`src/rtl/serial_sub8.sv`:
```
// Bit-serial subtractor: D = A - B, one bit per clock, LSB first.
// A single full-adder cell adds A to the inverted subtrahend with an
// initial carry of 1. Reports borrow (unsigned A < B) and signed overflow.
//
// Handshake: start is a request sampled only while idle (busy=0). Once it
// is taken, busy stays high for WIDTH+1 cycles. done pulses for one cycle
// on the last of them, and d/bo/v are valid from that cycle until the next
// done. Requests seen while busy are dropped, not queued.
module serial_sub8 #(
  parameter int WIDTH = 8
) (
  input  logic             clk,
  input  logic             rst,
  input  logic             start,
  input  logic [WIDTH-1:0] a,
  input  logic [WIDTH-1:0] b,
  output logic             busy,
  output logic             done,
  output logic [WIDTH-1:0] d,
  output logic             bo,
  output logic             v,
  output logic [1:0]       dbg_state
);

  localparam int CW = $clog2(WIDTH);
  localparam logic [CW-1:0] LAST = CW'(WIDTH - 1);

  typedef enum logic [1:0] {
    S_IDLE = 2'd0,
    S_RUN  = 2'd1,
    S_DONE = 2'd2
  } state_t;

  state_t           state;
  state_t           state_nxt;
  logic [WIDTH-1:0] sa;
  logic [WIDTH-1:0] sb;
  logic [WIDTH-1:0] res;
  logic             carry;
  logic [CW-1:0]    cnt;
  logic             a_msb;
  logic             b_msb;

  // One full-adder cell: minuend bit + inverted subtrahend bit + carry
  logic nb;
  logic sum_bit;
  logic carry_nxt;
  assign nb        = ~sb[0];
  assign sum_bit   = sa[0] ^ nb ^ carry;
  assign carry_nxt = (sa[0] & nb) | (sa[0] & carry) | (nb & carry);

  // State register
  always_ff @(posedge clk) begin
    if (rst) state <= S_IDLE;
    else     state <= state_nxt;
  end

  // Next-state logic: idle waits for start, run walks WIDTH bits, done lasts one cycle
  always_comb begin
    state_nxt = state;
    case (state)
      S_IDLE:  if (start) state_nxt = S_RUN;
      S_RUN:   if (cnt == LAST) state_nxt = S_DONE;
      S_DONE:  state_nxt = S_IDLE;
      default: state_nxt = S_IDLE;
    endcase
  end

  // Datapath: load operands on start, shift one bit per RUN cycle, publish on the last bit
  always_ff @(posedge clk) begin
    if (rst) begin
      sa    <= '0;
      sb    <= '0;
      res   <= '0;
      carry <= 1'b0;
      cnt   <= '0;
      a_msb <= 1'b0;
      b_msb <= 1'b0;
      d     <= '0;
      bo    <= 1'b0;
      v     <= 1'b0;
    end else begin
      case (state)
        S_IDLE: begin
          if (start) begin
            sa    <= a;
            sb    <= b;
            carry <= 1'b1;
            cnt   <= '0;
            a_msb <= a[WIDTH-1];
            b_msb <= b[WIDTH-1];
          end
        end
        S_RUN: begin
          sa    <= {1'b0, sa[WIDTH-1:1]};
          sb    <= {1'b0, sb[WIDTH-1:1]};
          res   <= {sum_bit, res[WIDTH-1:1]};
          carry <= carry_nxt;
          // Counter parks at the terminal count instead of wrapping
          if (cnt != LAST) cnt <= cnt + 1'b1;
          if (cnt == LAST) begin
            d  <= {sum_bit, res[WIDTH-1:1]};
            bo <= ~carry_nxt;
            // Overflow only when operand signs differ and the result sign follows b
            v  <= (a_msb != b_msb) && (sum_bit != a_msb);
          end
        end
        default: ;
      endcase
    end
  end

  assign busy      = (state != S_IDLE);
  assign done      = (state == S_DONE);
  assign dbg_state = state;

endmodule

```
`config.mk`:
```
export PLATFORM = sky130hd
export DESIGN_NAME = serial_sub8
export DESIGN_NICKNAME = d
export VERILOG_FILES = /design/src/rtl/serial_sub8.sv
export SDC_FILE = /design/constraint.sdc
export NUM_CORES = 1
export LEC_CHECK = 0
export CAP_MARGIN = 30
export CORE_ASPECT_RATIO = 0.9
export CORE_MARGIN = 4
export CORE_UTILIZATION = 45
export DETAILED_ROUTE_END_ITERATION = 8
export GPL_ROUTABILITY_DRIVEN = 0
export PLACE_DENSITY = 0.81
export SLEW_MARGIN = 20
export SYNTH_ARGS = -nofsm -noshare
export SYNTH_HDL_FRONTEND = slang
export SYNTH_SLANG_ARGS = --single-unit
```
`constraint.sdc`:
```
create_clock -name clk -period 2.9 [get_ports clk]
set_clock_uncertainty 0.1 [all_clocks]
set_input_delay 0.58 -clock clk [delete_from_list [all_inputs] [get_ports clk]]
set_output_delay 0.58 -clock clk [all_outputs]
set_load 0.05 [all_outputs]
```
* Word level (Yosys, flattened, before mapping)
Cells that the tools add are included.
** Cells by class
- Add/subtract/negate cells :: 1
- $mul :: 0
- Div/mod/pow operators :: 0
- Order comparisons :: 0
- Equality and inequality tests :: 9
- Shift-type cells :: 0
- Mux-type cells :: 12
- Bitwise gates (word level) :: 9
- Reduce and logical (&&, ||, !) cells :: 9
** Operators with widths (number)
- $pmux W8 S2 :: 2
- $mux W8 :: 2
- $reduce_and A2 Y1 :: 4
- $mux W3 :: 2
- $ne A2 B2 Y1 const B :: 3
- $pmux W3 S2 :: 1
- $mux W2 :: 2
- $pmux W2 S2 :: 1
- $reduce_bool A2 Y1 :: 2
- $add A3 B1 Y3 const B :: 1
- $and A1 B1 Y1 :: 3
- $eq A3 B3 Y1 const B :: 1
- $ne A3 B3 Y1 const B :: 1
- $reduce_and A3 Y1 :: 1
- $eq A2 B1 Y1 const B :: 1
- $eq A2 B2 Y1 const B :: 1
- $logic_not A2 Y1 :: 1
- $ne A1 B1 Y1 :: 2
- $not A1 Y1 :: 2
- $or A1 B1 Y1 :: 2
- $pmux W1 S2 :: 1
- $xor A1 B1 Y1 :: 2
- $logic_and A1 B1 Y1 :: 1
- $mux W1 :: 1
** Storage, ports and cells
- Bits in registers :: 42
- Latch bits :: 0
- Memory bits (writable) :: 0
- Memory bits (read-only) :: 0
- Input bits :: 19
- Output and inout port bits :: 14
- Word-level logic and storage cells :: 51
- Memories :: 0

* Longest topological paths before layout
- Word-level depth :: 5
- Gate-level depth with buffers :: 7
- Depth with buffers taken out :: 5

* Worst setup path after synthesis
OpenSTA, ideal clock, no wires.
- Path kind :: register -> output
- Start point :: register state[1], in the netlist dbg_state[1]
- End point :: output port done
- Arrival :: 1669 ps
- Required time :: 2220 ps
- Slack :: 551 ps
- Cell stages (with the launch flop) :: 3
- Path buffers :: 1
- Cell sequence :: dfxtp_1 buf_2 nor2b_1
** Between the ends
- Cells in the longest elaborated chain, start to end :: 1
** RTL lines
- start, declared :: RTL line 34 : state_t state;
- start signal, assigned :: RTL line 55 : else state <= state_nxt;
- $eq A2 B2 Y1 :: RTL line 114 : assign done = (state == S_DONE);
- end, declared :: RTL line 18 : output logic done,
Every way passes these cells.

* Worst setup path in the final report
Same ends and word-level chain as after synthesis.

==> summary.md <==
| Metric | Value |
|---|---|
| Status | finished, final reports clean |
| I/O pins | 33 |
| Crit path required time | 2.22 ns |
| Core Region | 3731 µm² |
| Flops & latches, synth | 41 |
| Slowest cell on crit path | clkdlybuf4s50_1 |
| Antenna violations before repair | 0 |
| Post-synth EDFFs | 0 |
| TritonCTS buffer count | 5 |
| Crit path largest cell delay | 0.80 ns |
| Max cap viols | 0 |
| Row count | 21 |
| Die ar. | 4953 µm² |
| Met3 Wirelength | between 100 and 150 µm |
| CP Launch Point | dbg_state[1] |
| Relative slew slack | 0.6323 |
| Largest net degree at the start of global routing | 42 |
| Syn avg cell area | ~9 µm² |
| Grt total ovfl | 0 |
| Max Fclk | ~430 MHz |
| Worst-Skew Late Latency | 0.29 ns |
| Detail Route met2 WL | roughly 1500 µm |
| H-tree levels | 2 |
| Post-Syn Nets | 215 |
| Slew @ Worst Pin | 0.5516 ns |
| Vias in the first global route | 1232 |
| Tcrit/Tclk final | 0.7964 |
| Synth-to-layout area growth | 23.66% |
| Die height | 67.17 µm |
| IO buf count | 32 |
| WS Path Type | flip-flop to output pin |
| CTS Root Cell | clkbuf_8 |
| Hold buffer count at CTS | 0 |
| Cell leakage power | 0.0007898 µW |
| Yosys warnings | 0 |
| Hpwl dp | roughly 2200 µm |
| Top sig layer | met4 |
| Post-synthesis sequential area ratio | 0.4689 |
| Clk sinks | roughly 40 |
| HP Start | d[7] |
| Syn Inst Count | roughly 190 |
| Critical path arrival | 1.63 ns |
| Simple-Gate Fraction of Synth Area | 0.1937 |
| Largest family of logic cells by synthesized area | simple AND/OR/NAND/NOR gates |
| Mux contribution to synthesized area | 0.08578 |
| Post_cts resized | 0 |
| Hold WC Path Type | flip-flop to flip-flop |
| Setup TNS | 0 ns |
| Pwr/cell area | 544.8 nW/µm² |
| Drt total wl | 3243 µm |
| Clock transition at the registers of the reported paths | about 0.070 ns |
| Width of the die | about 74 µm |
| Antenna Nets Post-Route | 0 |
| Number of distinct library cells after synthesis | 34 |
| Hold Fails Final Rpt | 0 |
| Via density | just over 5 |
| Maximum VDD drop | 0.2936 mV |
| Clock Tree Buf Depth | 2 |
| Metal1 wirelength | roughly 1600 µm |
| RSZ-0062 raised after global routing | no |
| Worst Setup Start Kind | flip-flop |
| Crit path time final | 2.310 ns |
| Post-synthesis xor/xnor area fraction | 0 |
| Top delay family on crit path | buffers and inverters |
| Synth Area in Compound Gates | 0.1587 |
| Global-route wire length before repair | 5423 µm |
| Adder-cell share of the synthesized area | 0.02573 |
| Initial DRC Count | 82 |
| Final Util | 0.5801 |
| Final Max Slew Viols | 0 |
| Routed wire per std cell | 12.19 µm |
| Nets | 242 |
| Critical-path cell list | nor2b_1 > clkdlybuf4s50_1 |
| Share of layout cells above drive strength 1 | 0.08636 |
| DRC violations left | 0 |
| Cell area after synthesis | roughly 1800 µm² |
| Fillers | around 340 |
| Critical R2R Launch | dbg_state[0] |
| N_diodes | 0 |
| Post-CTS setup buffer count | 0 |
| CP bufs+invs | 1 |
| Final setup violation count | 0 |
| FFs w/ async S/R, synth | 0 |
| Number of iterations in the first detailed-routing pass | 4 |
| Vias post-DR | approximately 1400 |
| Crit path max fanout | 4 |
| Post-synth top flop | dfxtp_1 |
| CTS tree | yes |
| Starting Density | 0.4691 |
| Tot GR Track Use | 0.1418 |
| Setup crit end kind | output pin |
==> cell usage in the layout, fill, tap and decap left out, types with 3 or more instances in the layout <==
| cell | n |
|---|---|
| nand2_1 | 35 |
| a31oi_1 | 3 |
| mux2i_1 | 15 |
| buf_4 | 3 |
| dfxtp_1 | 41 |
| nor2_1 | 21 |
| a211oi_1 | 13 |
| a21oi_1 | 20 |
| clkdlybuf4s50_1 | 30 |
| clkbuf_8 | 5 |
| nand3_1 | 4 |
==> state kept, by name, indices dropped and copies added, names as in the netlist <==
register	cells
b_msb	1
sa	8
bo	1
d	8
res	7
a_msb	1
dbg_state	2
sb	8
cnt	3
carry	1
v	1
==> logic make-up after synthesis <==
family | after synthesis
fa+ha+maj | 3
compound gates | 43
flops | 41
buf+inv | 17
simple gates | 74
mux | 15
==> final timing paths <==
kind	to	slack, ns	cells past startpoint
setup reg to reg	sb[1]	1.06	4
setup / recovery	done	0.59	2
hold / removal	d[7]	0.36	2
hold reg to reg	d[7]	0.36	2
==> per-layer routing <==
layer | global-route usage | vias up
li1 | - | 718
met1 | 0.1802 | 613
met2 | 0.2201 | 21
met3 | 0.05060 | 5
met4 | 0.05430 | 0
met5 | 0 | -
==> tightest hold or removal path, cell delays in order (launching register included) <==
cell     delay, ns
dfxtp_1       0.31
nand2_1       0.05
a21oi_1       0.05
==> cell usage after synthesis (2+ instances only) <==
cell      instances  area [µm²]
a211oi_2          2       25.02
nor2_1           21       78.83
inv_1             2       7.510
ha_1              2       25.02
nand3_1           4       20.02
or2b_1            2       15.01
o21ai_0           2       10.01
mux2i_1          15       150.1
a211oi_1         13       97.59
nor3_1            2       10.01
clkbuf_1          5       18.77
buf_6             4       45.04
dfxtp_1          41       820.8
a31oi_1           3       18.77
nand2_1          35       131.4
buf_2             3       15.01
a21oi_1          20       100.1
==> metrics by stage <==
step | power, µW | cells | setup slack (ns) | hold slack, ns | area, µm²
2_1_floorplan | 718.6 | 193 | 0.5513 | 0.3322 | 1750
3_3_place_gp | 756.7 | 259 | 0.7992 | 0.3445 | 2061
3_5_place_dp | 759.3 | 259 | 0.7587 | 0.3502 | 2061
4_1_cts | 1195 | 266 | 0.5771 | 0.3611 | 2165
5_1_grt | 1230 | 266 | 0.5386 | 0.3815 | 2165
6_report | 1179 | 266 | 0.5903 | 0.3564 | 2165
==> power by group <==
group | internal [µW] | leakage (µW) | switching (µW)
combinational | 69.8 | 0.000400 | 72.0
sequential | 590 | 0.000335 | 15.0
clock | 250 | 0.0000540 | 183
==> cell type report <==
class | count | area [µm²] | area share
sequential | 41 | 820.8 | 0.3792
multi-input combinational | 135 | 812.0 | 0.3751
timing repair buffer | 35 | 362.8 | 0.1676
clock buffer | 5 | 68.82 | 0.03179
tap | 46 | 57.56 | 0.02659
clock inverter | 2 | 35.03 | 0.01618
inverter | 2 | 7.507 | 0.003468
No activity file was read; power rests on OpenSTA's default activity.
